==> config.mk <==
export PLATFORM = sky130hd
export DESIGN_NAME = aes_stream_wrapper
export DESIGN_NICKNAME = d
export VERILOG_FILES = /design/src/rtl/aes_stream_wrapper.sv
export SDC_FILE = /design/constraint.sdc
export NUM_CORES = 1
export LEC_CHECK = 0
export CAP_MARGIN = 20
export CORE_MARGIN = 2
export CORE_UTILIZATION = 30
export CTS_CLUSTER_SIZE = 24
export DETAILED_ROUTE_END_ITERATION = 7
export PLACE_DENSITY = 0.5
export SKIP_CTS_REPAIR_TIMING = 1
export SLEW_MARGIN = 20
export SYNTH_ARGS = -nofsm -noshare
export SYNTH_HDL_FRONTEND = slang
export SYNTH_SLANG_ARGS = --single-unit
export TNS_END_PERCENT = 50
==> constraint.sdc <==
create_clock -name clk_i -period 3.4 [get_ports clk_i]
set_clock_uncertainty 0.1 [all_clocks]
set_input_delay 0.68 -clock clk_i [delete_from_list [all_inputs] [get_ports clk_i]]
set_output_delay 0.68 -clock clk_i [all_outputs]
set_load 0.1 [all_outputs]
==> src/rtl/aes_stream_wrapper.sv <==
// aes_stream_wrapper: bridges a 32-bit valid/ready word stream and aes_core.
// It packs BLK_W/WORD_W input words into one block, pulses core_start_o, and
// waits for core_done_i. It then shifts the ciphertext block out as words.
// A block whose core never finishes is dropped after TIMEOUT cycles.
//
// Optional build macro: AES_CBC_MODE_EN. When it is defined, the wrapper adds
// iv_i/iv_load_i and a chain register. The core then sees block XOR chain.
// When it is undefined, the core sees the assembled block unchanged (ECB).
//
// Ports:
//   clk_i, rst_ni             clock, asynchronous active-low reset
//   in_data_i/in_valid_i/in_ready_o      plaintext word stream (first word = MSB)
//   out_data_o/out_valid_o/out_ready_i   ciphertext word stream (same order)
//   core_plain_text_o, core_start_o      block and start pulse to aes_core
//   core_cipher_text_i, core_done_i      result and done from aes_core
//   iv_i, iv_load_i           CBC initial vector and load strobe (CBC build only)
//   busy_o                    high unless idle in LOAD with no partial block
//   timeout_err_o             sticky core-timeout flag
module aes_stream_wrapper #(
  parameter int unsigned WORD_W  = 32,
  parameter int unsigned BLK_W   = 128,
  parameter int unsigned TIMEOUT = 64
) (
  input  logic              clk_i,
  input  logic              rst_ni,
  input  logic [WORD_W-1:0] in_data_i,
  input  logic              in_valid_i,
  output logic              in_ready_o,
  output logic [WORD_W-1:0] out_data_o,
  output logic              out_valid_o,
  input  logic              out_ready_i,
`ifdef AES_CBC_MODE_EN
  input  logic [BLK_W-1:0]  iv_i,
  input  logic              iv_load_i,
`endif
  output logic [BLK_W-1:0]  core_plain_text_o,
  output logic              core_start_o,
  input  logic [BLK_W-1:0]  core_cipher_text_i,
  input  logic              core_done_i,
  output logic              busy_o,
  output logic              timeout_err_o
);

  localparam int unsigned NWORDS = BLK_W / WORD_W;
  localparam int unsigned CNT_W  = (NWORDS > 1) ? $clog2(NWORDS) : 1;
  localparam int unsigned TMO_W  = $clog2(TIMEOUT + 1);
  localparam int unsigned PART_W = BLK_W - WORD_W;
  localparam logic [CNT_W-1:0] LAST_CNT = CNT_W'(NWORDS - 1);
  localparam logic [TMO_W-1:0] TMO_LAST = TMO_W'(TIMEOUT - 1);

  typedef enum logic [1:0] {ST_LOAD, ST_START, ST_WAIT, ST_UNLOAD} state_e;

  state_e             state_q, state_d;
  logic [CNT_W-1:0]   cnt_q, cnt_d;
  logic [PART_W-1:0]  part_q, part_d;    // words collected before the last beat
  logic [BLK_W-1:0]   plain_q, plain_d;
  logic [BLK_W-1:0]   out_q, out_d;
  logic [TMO_W-1:0]   tmo_q, tmo_d;
  logic               start_q, start_d;
  logic               out_valid_q, out_valid_d;
  logic               in_ready_q, in_ready_d;
  logic               busy_q, busy_d;
  logic               terr_q, terr_d;
`ifdef AES_CBC_MODE_EN
  logic [BLK_W-1:0]   chain_q, chain_d;
`endif

  // Next-state and next-output logic
  always_comb begin
    state_d     = state_q;
    cnt_d       = cnt_q;
    part_d      = part_q;
    plain_d     = plain_q;
    out_d       = out_q;
    tmo_d       = tmo_q;
    out_valid_d = out_valid_q;
    terr_d      = terr_q;
`ifdef AES_CBC_MODE_EN
    chain_d     = chain_q;
`endif
    case (state_q)
      ST_LOAD: begin
`ifdef AES_CBC_MODE_EN
        if (iv_load_i && (cnt_q == '0)) chain_d = iv_i;
`endif
        if (in_valid_i && in_ready_q) begin
          part_d = PART_W'({part_q, in_data_i});
          if (cnt_q == LAST_CNT) begin
            cnt_d   = '0;
            state_d = ST_START;
`ifdef AES_CBC_MODE_EN
            plain_d = {part_q, in_data_i} ^ chain_q;
`else
            plain_d = {part_q, in_data_i};
`endif
          end else begin
            cnt_d = cnt_q + 1'b1;
          end
        end
      end
      ST_START: begin
        tmo_d   = '0;
        state_d = ST_WAIT;
      end
      ST_WAIT: begin
        // done wins over a timeout that expires in the same cycle
        if (core_done_i) begin
          out_d       = core_cipher_text_i;
          out_valid_d = 1'b1;
          state_d     = ST_UNLOAD;
`ifdef AES_CBC_MODE_EN
          chain_d     = core_cipher_text_i;
`endif
        end else if (tmo_q == TMO_LAST) begin
          terr_d  = 1'b1;
          cnt_d   = '0;
          state_d = ST_LOAD;
        end else begin
          tmo_d = tmo_q + 1'b1;
        end
      end
      ST_UNLOAD: begin
        if (out_ready_i) begin
          out_d = out_q << WORD_W;
          if (cnt_q == LAST_CNT) begin
            cnt_d       = '0;
            out_valid_d = 1'b0;
            state_d     = ST_LOAD;
          end else begin
            cnt_d = cnt_q + 1'b1;
          end
        end
      end
      default: state_d = ST_LOAD;
    endcase
    // Flags derive from the next state so they are registered but not late
    start_d    = (state_d == ST_START);
    in_ready_d = (state_d == ST_LOAD);
    busy_d     = !((state_d == ST_LOAD) && (cnt_d == '0));
  end

  // State and output registers
  always_ff @(posedge clk_i or negedge rst_ni) begin
    if (!rst_ni) begin
      state_q     <= ST_LOAD;
      cnt_q       <= '0;
      part_q      <= '0;
      plain_q     <= '0;
      out_q       <= '0;
      tmo_q       <= '0;
      start_q     <= 1'b0;
      out_valid_q <= 1'b0;
      in_ready_q  <= 1'b0;
      busy_q      <= 1'b0;
      terr_q      <= 1'b0;
`ifdef AES_CBC_MODE_EN
      chain_q     <= '0;
`endif
    end else begin
      state_q     <= state_d;
      cnt_q       <= cnt_d;
      part_q      <= part_d;
      plain_q     <= plain_d;
      out_q       <= out_d;
      tmo_q       <= tmo_d;
      start_q     <= start_d;
      out_valid_q <= out_valid_d;
      in_ready_q  <= in_ready_d;
      busy_q      <= busy_d;
      terr_q      <= terr_d;
`ifdef AES_CBC_MODE_EN
      chain_q     <= chain_d;
`endif
    end
  end

  assign in_ready_o        = in_ready_q;
  assign out_data_o        = out_q[BLK_W-1 -: WORD_W];
  assign out_valid_o       = out_valid_q;
  assign core_plain_text_o = plain_q;
  assign core_start_o      = start_q;
  assign busy_o            = busy_q;
  assign timeout_err_o     = terr_q;

endmodule

==> results of run 1 <==
Yosys cell counts, types with 2 or more instances:
master    number  area share (%)
o21ai_0       44             1.5
inv_1          4            0.10
mux2i_1       96             6.4
nand2b_1       3            0.13
nand3_1        7            0.23
dfrtp_1      368              61
or3_1          2           0.084
buf_6         12            0.90
and3b_1        2            0.12
buf_4         34             1.7
a21oi_1        4            0.13
ha_1           2            0.17
mux2_2       205              15
a22o_1        32             1.9
o21ai_1       57             1.9
nand2_1      102             2.6
o31ai_1        2            0.10
nor2_1         2           0.050
o211ai_1       2            0.10
mux2_4        19             1.9
a21o_1         2            0.10
a31oi_1        2           0.084
buf_2         41             1.4
clkbuf_1      11            0.28
registers in the layout (all words and copies together), names as in the netlist:
register and count:
out_q 128, state_q 2, in_ready_o 1, core_plain_text_o 128
timeout_err_o 1, core_start_o 1, tmo_q 7, out_valid_o 1
part_q 96, busy_o 1, cnt_q 2
how the worst max path moves through the flow:
stage | from | end | slack (ns) | cells past startpoint
3_5_place_dp | in_valid_i | core_plain_text_o[94] | 0.41 | 7
3_3_place_gp | in_valid_i | core_plain_text_o[29] | 0.44 | 7
6_report | state_q[0] | core_plain_text_o[64] | 0.98 | 6
2_1_floorplan | in_ready_o | core_plain_text_o[108] | 1.01 | 7
4_1_cts | state_q[0] | core_plain_text_o[64] | 0.92 | 6
5_1_grt | state_q[0] | core_plain_text_o[94] | 0.83 | 6
power groups by stage:
stage	clock, mW	combinational, mW	sequential (mW)
6_report	4.76	6.63	6.57
5_1_grt	5.11	7.11	6.77
4_1_cts	4.96	6.71	6.59
3_5_place_dp	0	6.69	6.67
3_3_place_gp	0	6.64	6.62
2_1_floorplan	0	4.32	7.56
cells by family (layout without fill, tap and decap cells):
family | after synthesis | in the layout | share of synthesized area (%)
flops | 368 | 368 | 61.49
mux | 320 | 320 | 23.74
compound gates | 154 | 154 | 6.400
simple gates | 129 | 129 | 3.827
buf+inv | 103 | 442 | 4.378
fa+ha+maj | 2 | 2 | 0.1671
other cells | 0 | 2 | 0
area by class of cell:
type,instances,share of cell area [%]
clock buffers,66,6.571
diodes,2,0.02503
multi-input cells,605,25.68
inverters,5,0.1064
flip-flops and latches,368,46.06
repair buffers,361,16.57
clock inverters,10,0.8261
well taps,664,4.155
stage by stage:
stage,utilization (%),cells
2_1_floorplan,-,1076
3_3_place_gp,37.66,2003
3_5_place_dp,37.66,2003
4_1_cts,40.66,2079
5_1_grt,40.66,2079
6_report,40.67,2081
layer usage:
metal / vias to the layer above / share of wire (%) / track usage (%)
met1: 4558 / 47 / 19.35
met4: 4 / 1.5 / 3.985
li1: 4389 / - / -
met5: - / 0.074 / 0
met2: 264 / 41 / 19.78
met3: 40 / 10 / 6.105
layout by cell type (no fill, tap or decap), types with 2 or more instances in the layout:
cell | Yosys | routed
mux2_4 | 19 | 19
or3_1 | 2 | 2
bufinv_16 | 0 | 4
dfrtp_1 | 368 | 368
clkbuf_8 | 0 | 13
o21ai_1 | 57 | 57
a22o_1 | 32 | 32
clkdlybuf4s50_1 | 0 | 163
a21oi_1 | 4 | 4
nand2_4 | 1 | 2
o211ai_1 | 2 | 2
nand3_1 | 7 | 7
clkbuf_1 | 11 | 9
o21ai_0 | 44 | 44
mux2_2 | 205 | 205
clkbuf_16 | 0 | 44
ha_1 | 2 | 2
clkinv_2 | 0 | 4
mux2i_1 | 96 | 96
nand2b_1 | 3 | 3
o31ai_1 | 2 | 2
diode_2 | 0 | 2
and3b_1 | 2 | 2
a21o_1 | 2 | 2
nand2_1 | 102 | 101
inv_1 | 4 | 4
a31oi_1 | 2 | 2
buf_4 | 34 | 182
nor2_1 | 2 | 2
buf_12 | 0 | 15
==> metrics.yaml, run 1 <==
status:
  status: "complete, no violations"
power:
  power.density_nw_per_um2: 898.7
  switchingPower_mw: 7.021
  share_seq_of_total_power_pct: 36.6
  p_clk_share_pct: 26.5
  p_comb_share_pct: 36.9
  p_int_mw: 10.95
  p_leak_nw: 10.02
  power_mw: 17.97
  ir_worst_vdd_v: 0.0005158
  p_sw_share_pct: 39.07
floorplanning:
  core_um2: 49150
  initial_core_util_pct: 30.47
  die_h_um: 227.4
  std_cell_rows: 81
  ios: 330
  die_w_um: 227.4
  dieArea_um2: 51720
global_route:
  grtUsageTotal_pct: 14.00
  antenna_found_initial: 4
  grt_pass1_wl_mm: 56.20
  grt_max_degree: 89
  grt_overflow: 0
  grt_pass1_vias: 9536
timing:
  setup_slack_ns: 0.9754
  whs_ns: 0.05438
  setup_viol: 0
  tns_ns: 0
  hold_viol: 0
  post-route-period-util_pct: 71.31
  max_slew_margin_pct: 46.15
  rsz0062_at_grt: "false"
  layout_min_cycle_time_ns: 2.425
  slew_violations: 0
  tightest_slew_ns: 0.8077
  max_freq_mhz: 412.4
clocking:
  cts_root_buf: "clkbuf_16"
  clock_path_buffers: 3
  htree_num_levels: 2
  cts_buffers: 43
  cts_sinks: 368
  cts_tree: "built"
  insertion_delay_ns: 0.56
  clk_pin_slew_ns: 0.06
logic_synthesis:
  synthFlopType: "dfrtp_1"
  yosys_warnings: 0
  ys_seq_elements: 368
  synth-seq-area-share_pct: 61.49
  async_flop_share_pct: 100.0
  syn_inst: 1076
  syn-num-nets: 1243
  netlist_area_um2: 14980
  synth-edff-count: 0
  avgSynthCellArea_um2: 13.92
  synth_cell_types: 45
detailed_routing:
  drt-pass1-iter-count: 4
  wl_per_cell_um: 17.56
  drt-total-wl_mm: 36.55
  drt_iter0_drc: 370
  vias_per_cell: 4.447
  ant_nets: 0
  drc: 0
  vias: 9255
worst_setup_path:
  crit_type: "register to register"
  cp_max_fo: 23
  reg2reg_depth: 6
  crit_family: "buffers and inverters"
  critPathCaptureType: "register"
  cp.buffers_inverters: 2
  slowest_stage: "dfrtp_1"
  arrival_ns: 2.76
  crit_chain: "and3b_1 -> and2b_1 -> nand2_4 -> inv_4 -> buf_4 -> mux2_2"
  r2r-start: "state_q[0]"
  cp.required_ns: 3.74
  start_kind: "register"
  reg2reg_to: "core_plain_text_o[64]"
  cpPeakStageDelay_ns: 0.60
  rrSetupSlack_ns: 0.98
place:
  port_buffers: 329
  place_area_um2: 18510
  routabilityCongestion: 0.7291
  dp_hpwl_mm: 24.78
  post-place-ws_ns: 0.4144
cells_and_area:
  nets: 1551
  drive_above_1_share_pct: 35.12
  area_delta_synth_final_pct: 33.50
  postLayoutCellArea_um2: 19990
  multi_input_area_um2: 5135
  final.fill_count: 4691
  seqCellArea_um2: 9209
run:
  maxCapViolCount: 0
hold_path:
  worstHoldPathType: "primary input to async pin"
(Power assumes the default switching activity.)
==> run 2: changes to the inputs <==
Settings changed: PLACE_DENSITY 0.5 to 0.52.
Clock period 3.4 ns to 2.2 ns, I/O delays scaled along.
==> run 2 against run 1 <==
Against the previous run:
- via count increased by 0.55%
- register-to-register slack worse by 0.74 ns
- worst hold slack improved by 0.25 ns
- total power grew 54%
- core utilization up 0.28 points
- wire length grew 0.36%
- worst setup slack got worse by 0.74 ns
- global-route usage increased by 0.19 points
- die area is the same
- non-clock buffer count increased by 14
- critical path type unchanged
- critical endpoint is now busy_o
- largest cell class unchanged
==> metrics.yaml, run 2 (synthesis results as in run 1) <==
worst_setup_path:
  slowest_stage: "a221o_1"  # was dfrtp_1
  cp.required_ns: 2.53  # was 3.74 ns
  cp_max_fo: 4  # was 23
  cp.buffers_inverters: 0  # was 2
  crit_type: "register to register"  # unchanged
  start_kind: "register"  # unchanged
  cpPeakStageDelay_ns: 0.39  # was 0.60 ns
  arrival_ns: 2.29  # was 2.76 ns
  crit_family: "simple AND/OR/NAND/NOR gates"  # was buffers and inverters
  crit_chain: "ha_1 -> and4_1 -> a31oi_1 -> a221o_1 -> or3b_1"  # was and3b_1 -> and2b_1 -> nand2_4 -> inv_4 -> buf_4 -> mux2_2
  critPathCaptureType: "register"  # unchanged
cells_and_area:
  area_delta_synth_final_pct: 34.43  # was 33.50%
  stdcell_count: 2094  # was 2081
  drive_above_1_share_pct: 35.90  # was 35.12%
  final_common_cell: "dfrtp_1"  # unchanged
  final_cell_mix: "dfrtp_1, mux2_2, buf_4, clkdlybuf4s50_1, nand2_1"  # unchanged
  nets: 1565  # was 1551
  postLayoutCellArea_um2: 20130  # was 19990 µm²
detailed_routing:
  drt-total-wl_mm: 36.68  # was 36.55 mm
  vias_per_cell: 4.444  # was 4.447
  vias: 9306  # was 9255
  wl_per_cell_um: 17.52  # was 17.56 µm
  drt-pass1-iter-count: 4  # unchanged
  drt_iter0_drc: 383  # was 370
  ant_nets: 0  # unchanged
  drc: 0  # unchanged
status:
  status: "complete, no violations"  # unchanged
timing:
  layout_min_cycle_time_ns: 1.960  # was 2.425 ns
  hold_viol: 0  # unchanged
  slew_violations: 0  # unchanged
  max_slew_margin_pct: 67.76  # was 46.15%
  post-route-period-util_pct: 89.08  # was 71.31%
  tightest_slew_ns: 0.4835  # was 0.8077 ns
  setup_viol: 0  # unchanged
  max_freq_mhz: 510.3  # was 412.4 MHz
  rsz0062_at_grt: "false"  # unchanged
clocking:
  cts_buffers: 43  # unchanged
  clock_path_buffers: 3  # unchanged
  insertion_delay_ns: 0.56  # about the same
  htree_num_levels: 2  # unchanged
  cts_sinks: 368  # unchanged
  cts_tree: "built"  # unchanged
  clk_pin_slew_ns: 0.06  # about the same
  cts_root_buf: "clkbuf_16"  # unchanged
global_route:
  grt_max_degree: 67  # was 89
  grtUsageTotal_pct: 14.18  # was 14.00%
  grt_pass1_vias: 9736  # was 9536
  grt_pass1_wl_mm: 56.81  # was 56.20 mm
  grt_overflow: 0  # unchanged
  antenna_found_initial: 4  # unchanged
floorplanning:
  ios: 330  # unchanged
  dieArea_um2: 51720  # unchanged
  initial_core_util_pct: 30.47  # unchanged
  std_cell_rows: 81  # unchanged
  die_w_um: 227.4  # unchanged
  die_h_um: 227.4  # unchanged
  core_um2: 49150  # unchanged
place:
  dp.cells: 2016  # was 2003
  dp_hpwl_mm: 25.58  # was 24.78 mm
  routabilityCongestion: 0.7592  # was 0.7291
  place_area_um2: 18700  # was 18510 µm²
  port_buffers: 329  # unchanged
power:
  p_leak_nw: 10.10  # was 10.02 nW
  ir_worst_vdd_v: 0.0008699  # was 0.0005158 V
  power.density_nw_per_um2: 1375  # was 898.7 nW/µm²
run:
  maxCapViolCount: 0  # unchanged
hold_path:
  worstHoldPathType: "primary input to async pin"  # unchanged
==> run 2: report_power, final <==
part	leakage, nW	internal (mW)	switching (mW)
combinational	4.51	3.58	6.84
clock	0.708	4.31	2.84
sequential	4.89	8.86	1.26
total	10.1	16.8	10.9
==> run 2: path summary, 6_finish.rpt <==
kind,startpoint,end,slack (ns),cells after the start
max,tmo_q[0],busy_o,0.24,5
min reg2reg,timeout_err_o,timeout_err_o,0.36,1
min in group clk_i,timeout_err_o,timeout_err_o,0.36,1
max in group asynchronous,rst_ni,part_q[49],0.94,3
max reg2reg,tmo_q[0],busy_o,0.24,5
min,rst_ni,out_q[1],0.30,2
==> run 2: per-layer routing <==
metal	up-vias	wire [µm]	track usage, %
met5	-	41	0
met1	4554	16720	19.19
li1	4424	-	-
met2	267	15280	20.28
met4	6	697	4.406
met3	55	3941	6.298
==> run 2: through the flow <==
stage	hold slack, ns	setup WS [ns]	utilization (%)	power (mW)	setup TNS (ns)
floorplan	0.04441	0.1020	-	18.36	0
global placement	0.3055	-0.1488	38.03	20.60	-10.61
detailed placement	0.3132	-0.1708	38.03	20.79	-13.32
CTS	-0.3031	0.2417	40.93	28.14	0
global route	0.3123	0.1325	40.95	29.31	0
finish	0.3037	0.2403	40.96	27.69	0
==> run 2: area by class of cell <==
class,instances,area [µm²]
fill,4692,29020
tap,664,830.8
clock inverter,16,172.7
antenna,1,2.502
clock buffer,60,1251
sequential,368,9210
multi-input combinational,605,5135
inverter,5,21.27
timing repair buffer,375,3508
==> run 3: changes to the inputs <==
Settings changed: CORE_ASPECT_RATIO set to 1.5, TNS_END_PERCENT 50 to 1.
==> run 3 against run 2 <==
Against the previous run:
- critical path depth stayed put
- via count is 0.64% higher
- maximum frequency is 3.7% lower
- clock-buffer cell count is 2 lower
- clock power is 9.7% lower
==> metrics.yaml, run 3 (synthesis results as in run 1) <==
power:
  power.density_nw_per_um2: 1346  # was 1375 nW/µm²
  power_mw: 27.02  # was 27.69 mW
  p_leak_nw: 10.07  # was 10.10 nW
  ir_worst_vdd_v: 0.0008635  # was 0.0008699 V
cells_and_area:
  stdcell_count: 2105  # was 2094
  postLayoutCellArea_um2: 20060  # was 20130 µm²
  final.fill_count: 4706  # was 4692
  nets: 1579  # was 1565
  area_delta_synth_final_pct: 33.98  # was 34.43%
  finish.utilization_pct: 40.60  # was 40.96%
  final_common_cell: "dfrtp_1"  # unchanged
  final_cell_mix: "dfrtp_1, buf_4, mux2_2, clkdlybuf4s50_1, nand2_1"  # was dfrtp_1, mux2_2, buf_4, clkdlybuf4s50_1, nand2_1
  drive_above_1_share_pct: 36.25  # was 35.90%
worst_setup_path:
  cp_max_fo: 4  # unchanged
  arrival_ns: 2.33  # was 2.29 ns
  cp.required_ns: 2.50  # was 2.53 ns
  critPathCaptureType: "register"  # unchanged
  crit_type: "register to register"  # unchanged
  crit_chain: "ha_1 -> and4_1 -> a31oi_1 -> a221o_1 -> or3b_1"  # unchanged
  cp.buffers_inverters: 0  # unchanged
  cpPeakStageDelay_ns: 0.40  # was 0.39 ns
  crit_family: "simple AND/OR/NAND/NOR gates"  # unchanged
  slowest_stage: "or3b_1"  # was a221o_1
  start_kind: "register"  # unchanged
floorplanning:
  die_h_um: 277.6  # was 227.4 µm
  std_cell_rows: 100  # was 81
  initial_core_util_pct: 30.30  # was 30.47%
  die_w_um: 186.4  # was 227.4 µm
  core_um2: 49420  # was 49150 µm²
  ios: 330  # unchanged
  dieArea_um2: 51760  # was 51720 µm²
run:
  maxCapViolCount: 0  # unchanged
timing:
  rsz0062_at_grt: "false"  # unchanged
  setup_viol: 0  # unchanged
  slew_violations: 0  # unchanged
  tns_ns: 0  # unchanged
  hold_viol: 0  # unchanged
  tightest_slew_ns: 0.5396  # was 0.4835 ns
  post-route-period-util_pct: 92.54  # was 89.08%
  whs_ns: 0.3335  # was 0.3037 ns
  setup_slack_ns: 0.1642  # was 0.2403 ns
  max_freq_mhz: 491.2  # was 510.3 MHz
  layout_min_cycle_time_ns: 2.036  # was 1.960 ns
  max_slew_margin_pct: 64.03  # was 67.76%
detailed_routing:
  drt_iter0_drc: 276  # was 383
  vias: 9366  # was 9306
  ant_nets: 0  # unchanged
  drt-pass1-iter-count: 4  # unchanged
  drc: 0  # unchanged
  wl_per_cell_um: 17.06  # was 17.52 µm
  vias_per_cell: 4.449  # was 4.444
  drt-total-wl_mm: 35.92  # was 36.68 mm
place:
  routabilityCongestion: 0.7276  # was 0.7592
  dp.cells: 2033  # was 2016
  post-place-ws_ns: -0.1428  # was -0.1708 ns
  port_buffers: 329  # unchanged
  dp_hpwl_mm: 25.42  # was 25.58 mm
  place_area_um2: 18790  # was 18700 µm²
clocking:
  htree_num_levels: 2  # unchanged
  cts_tree: "built"  # unchanged
  clk_pin_slew_ns: 0.06  # about the same
  insertion_delay_ns: 0.53  # was 0.56 ns
  cts_sinks: 368  # unchanged
  cts_buffers: 39  # was 43
  cts_root_buf: "clkbuf_16"  # unchanged
  clock_path_buffers: 3  # unchanged
global_route:
  grt_overflow: 0  # unchanged
  antenna_found_initial: 3  # was 4
  grt_max_degree: 61  # was 67
  grt_pass1_vias: 9878  # was 9736
  grtUsageTotal_pct: 13.89  # was 14.18%
  grt_pass1_wl_mm: 57.48  # was 56.81 mm
status:
  status: "complete, no violations"  # unchanged
hold_path:
  worstHoldPathType: "primary input to async pin"  # unchanged
## run 3: final timing paths
kind	end	slack [ns]	from	cells past startpoint
max in group asynchronous	core_plain_text_o[126]	0.89	rst_ni	3
hold reg to reg	timeout_err_o	0.37	timeout_err_o	1
hold / removal	out_q[125]	0.33	rst_ni	2
setup / recovery	busy_o	0.16	tmo_q[0]	5
setup reg to reg	busy_o	0.16	tmo_q[0]	5
min in group clk_i	timeout_err_o	0.37	timeout_err_o	1
## run 3: cell type report
type                       count  area [µm²]  share of cell area (%)
clock inverter                11       107.6                  0.5363
inverter                       5       21.27                  0.1060
timing repair buffer         393        3606                   17.97
sequential                   368        9210                   45.90
multi-input combinational    605        5136                   25.60
clock buffer                  58        1149                   5.725
tap                          663       829.5                   4.134
antenna                        2       5.005                 0.02494
## run 3: metal layers
metal / vias up / routed length (µm) / GRT usage, % / share of wire, %
li1: 4446 / - / - / -
met2: 263 / 17350 / 23.16 / 48
met3: 48 / 2963 / 4.618 / 8.2
met5: - / 13 / 0 / 0.036
met1: 4607 / 14920 / 17.07 / 42
met4: 2 / 666 / 4.082 / 1.9
## run 3: power by group
group,leakage (nW),total [mW],switching (mW),internal [mW]
sequential,4.89,10.1,1.21,8.86
combinational,4.58,10.5,6.85,3.64
clock,0.613,6.46,2.71,3.75
## run 3: worst register-to-register path, delay by kind of cell, from the launching register on
kind	cells	cell delay [ns]
adder cells (fa/ha/maj)	1	0.24
AO/OA/AOI/OAI	2	0.51
AND/OR/NAND/NOR	2	0.66
flip-flops	1	0.39
==> patch, RTL diff (settings of run 3) <==
Build with the macro `AES_CBC_MODE_EN` defined.
--- a/src/rtl/aes_stream_wrapper.sv
+++ b/src/rtl/aes_stream_wrapper.sv
@@ -18,2 +18,4 @@
 //   timeout_err_o             sticky core-timeout flag
+`define AES_CBC_MODE_EN
+
 module aes_stream_wrapper #(
Interface: changed (added iv_i and iv_load_i); port bits go from 330 to 459. No check against the original RTL was run, so the function may have changed too.
==> patch against run 3 <==
  * Cell area grew 46%
  * Worst hold slack lost 98 ps
  * Total power grew 97%
  * Sequential power grew 67%
  * Area after synthesis grew 43%
  * Critical path depth is the same
  * Wire length grew 91%
  * Worst setup slack lost 32 ps
  * Sequential cell count grew 128
==> patch: results (changes against run 3) <==
Cells and area
  • FFs & Latches: 496 (+35%)
  • Clk_buf instances: 74 (+28%)
  • Multi-Input Combinational: 1377 (+130%)
  • Filler Cells Inserted: 6931 (+47%)
  • Fin area: 29200 sq um (+46%)
  • Final #Nets: 2819 (+79%)
  • Non-Clock Buffer Count: 593 (+51%)
  • Clk cell area share: 5.78% (-0.49 points)
  • Share of cells above drive strength 1: 17.8% (-18 points)
  • Multi-input gate share of total cell area: 27.9% (+2.3 points)
  • Buffering overhead: 19.9% (+1.9 points)
  • Fin cells: 3478 (+65%)
  • Antenna fix cells: 2 (unchanged)

Floorplan
  • Area of the core: 71000 sq um (+44%)

Power and ir drop
  • Seq. pwr: 16.9 mW (+67%)
  • P_leak: 12.9 nW (+28%)
  • Peak VDD IR: 1190 uV (+38%)

Routing
  • WL per Instance: 19.8 microns (+16%)
  • First-pass DRT Iterations: 5 (+1)
  • DR top layer: met5
  • WL met3: 4010 microns (+35%)
  • Via Count: 16500 (+76%)
  • Met2 WL: 33600 microns (+94%)
  • M1 WL: 28000 microns (+88%)
  • Initial DRC Count: 872 (+220%)

Global route
  • Largest net degree at the start of global routing: 84 (+38%)
  • First-pass GRT wire length: 105000 microns (+82%)
  • GRT Overall Usage: 18.5% (+4.6 points)
  • Met2 GRT Util: 31.7% (+8.6 points)
  • Met3 Track Usage GR: 4.41% (-0.20 points)
  • Grt met1 use: 22.1% (+5.0 points)
  • Antenna violations before repair: 7 (+4)
  • Vias in the first global route: 17500 (+77%)

Status
  • Status: finished, final reports clean

Logic synthesis
  • Post-synth top cells: dfrtp_1, nand2_1, nor2_1, a21oi_1
  • Syn nets: 2343 (+88%)
  • Area contributors post-synth: dfrtp_1, nand2_1, xnor2_1
  • Synth unique cells: 46 (+2.2%)
  • Post-synthesis area per instance: 10.5 sq um (-25%)

Placed design
  • GP Congestion: 0.865 (+19%)
  • Placed Area: 27500 sq um (+47%)
  • Dpl cells: 3384 (+66%)
  • Pre-CTS WS: -67.2 ps (+75.6 ps)
  • Number of port buffers: 458 (+39%)

Critical path
  • Top cell family by delay on the critical path: compound AO/OA/AOI/OAI gates
  • CP arrival: 2450 ps (+120 ps)
  • FF-to-FF setup slack: 130 ps (-30 ps)

STA
  • WHS: 235 ps (-98.3 ps)
  • Max_slew headroom: 64.3% (+0.25 points)
[patch: changes by cell type after synthesis, moves of 36 or more]
cell,change
nor2_1,+256
clkbuf_1,+48
mux2_1,+36
nand2_1,+262
dfrtp_1,+128
mux2_2,-145
a21oi_1,+129
xnor2_1,+128
a31oi_1,+126
[patch: path summary, 6_finish.rpt]
kind	start	to	depth (start not counted)
max	tmo_q[0]$_DFFE_PN0P_	busy_o$_DFF_PN0_	5
min	rst_ni	out_q[58]$_DFFE_PN0P_	2
max reg2reg	tmo_q[0]$_DFFE_PN0P_	busy_o$_DFF_PN0_	5
min reg2reg	out_q[58]$_DFFE_PN0P_	out_q[58]$_DFFE_PN0P_	2
max in group asynchronous	rst_ni	out_q[68]$_DFFE_PN0P_	4
min in group clk_i	iv_i[9]	chain_q[9]$_DFFE_PN0P_	3
[patch: kinds of logic after synthesis]
logic type,share of synthesized area (%)
buf+inv,4.13
fa+ha+maj,0.175
compound gates,11.1
xor+xnor,5.24
flops,58.0
mux,9.68
simple gates,11.7
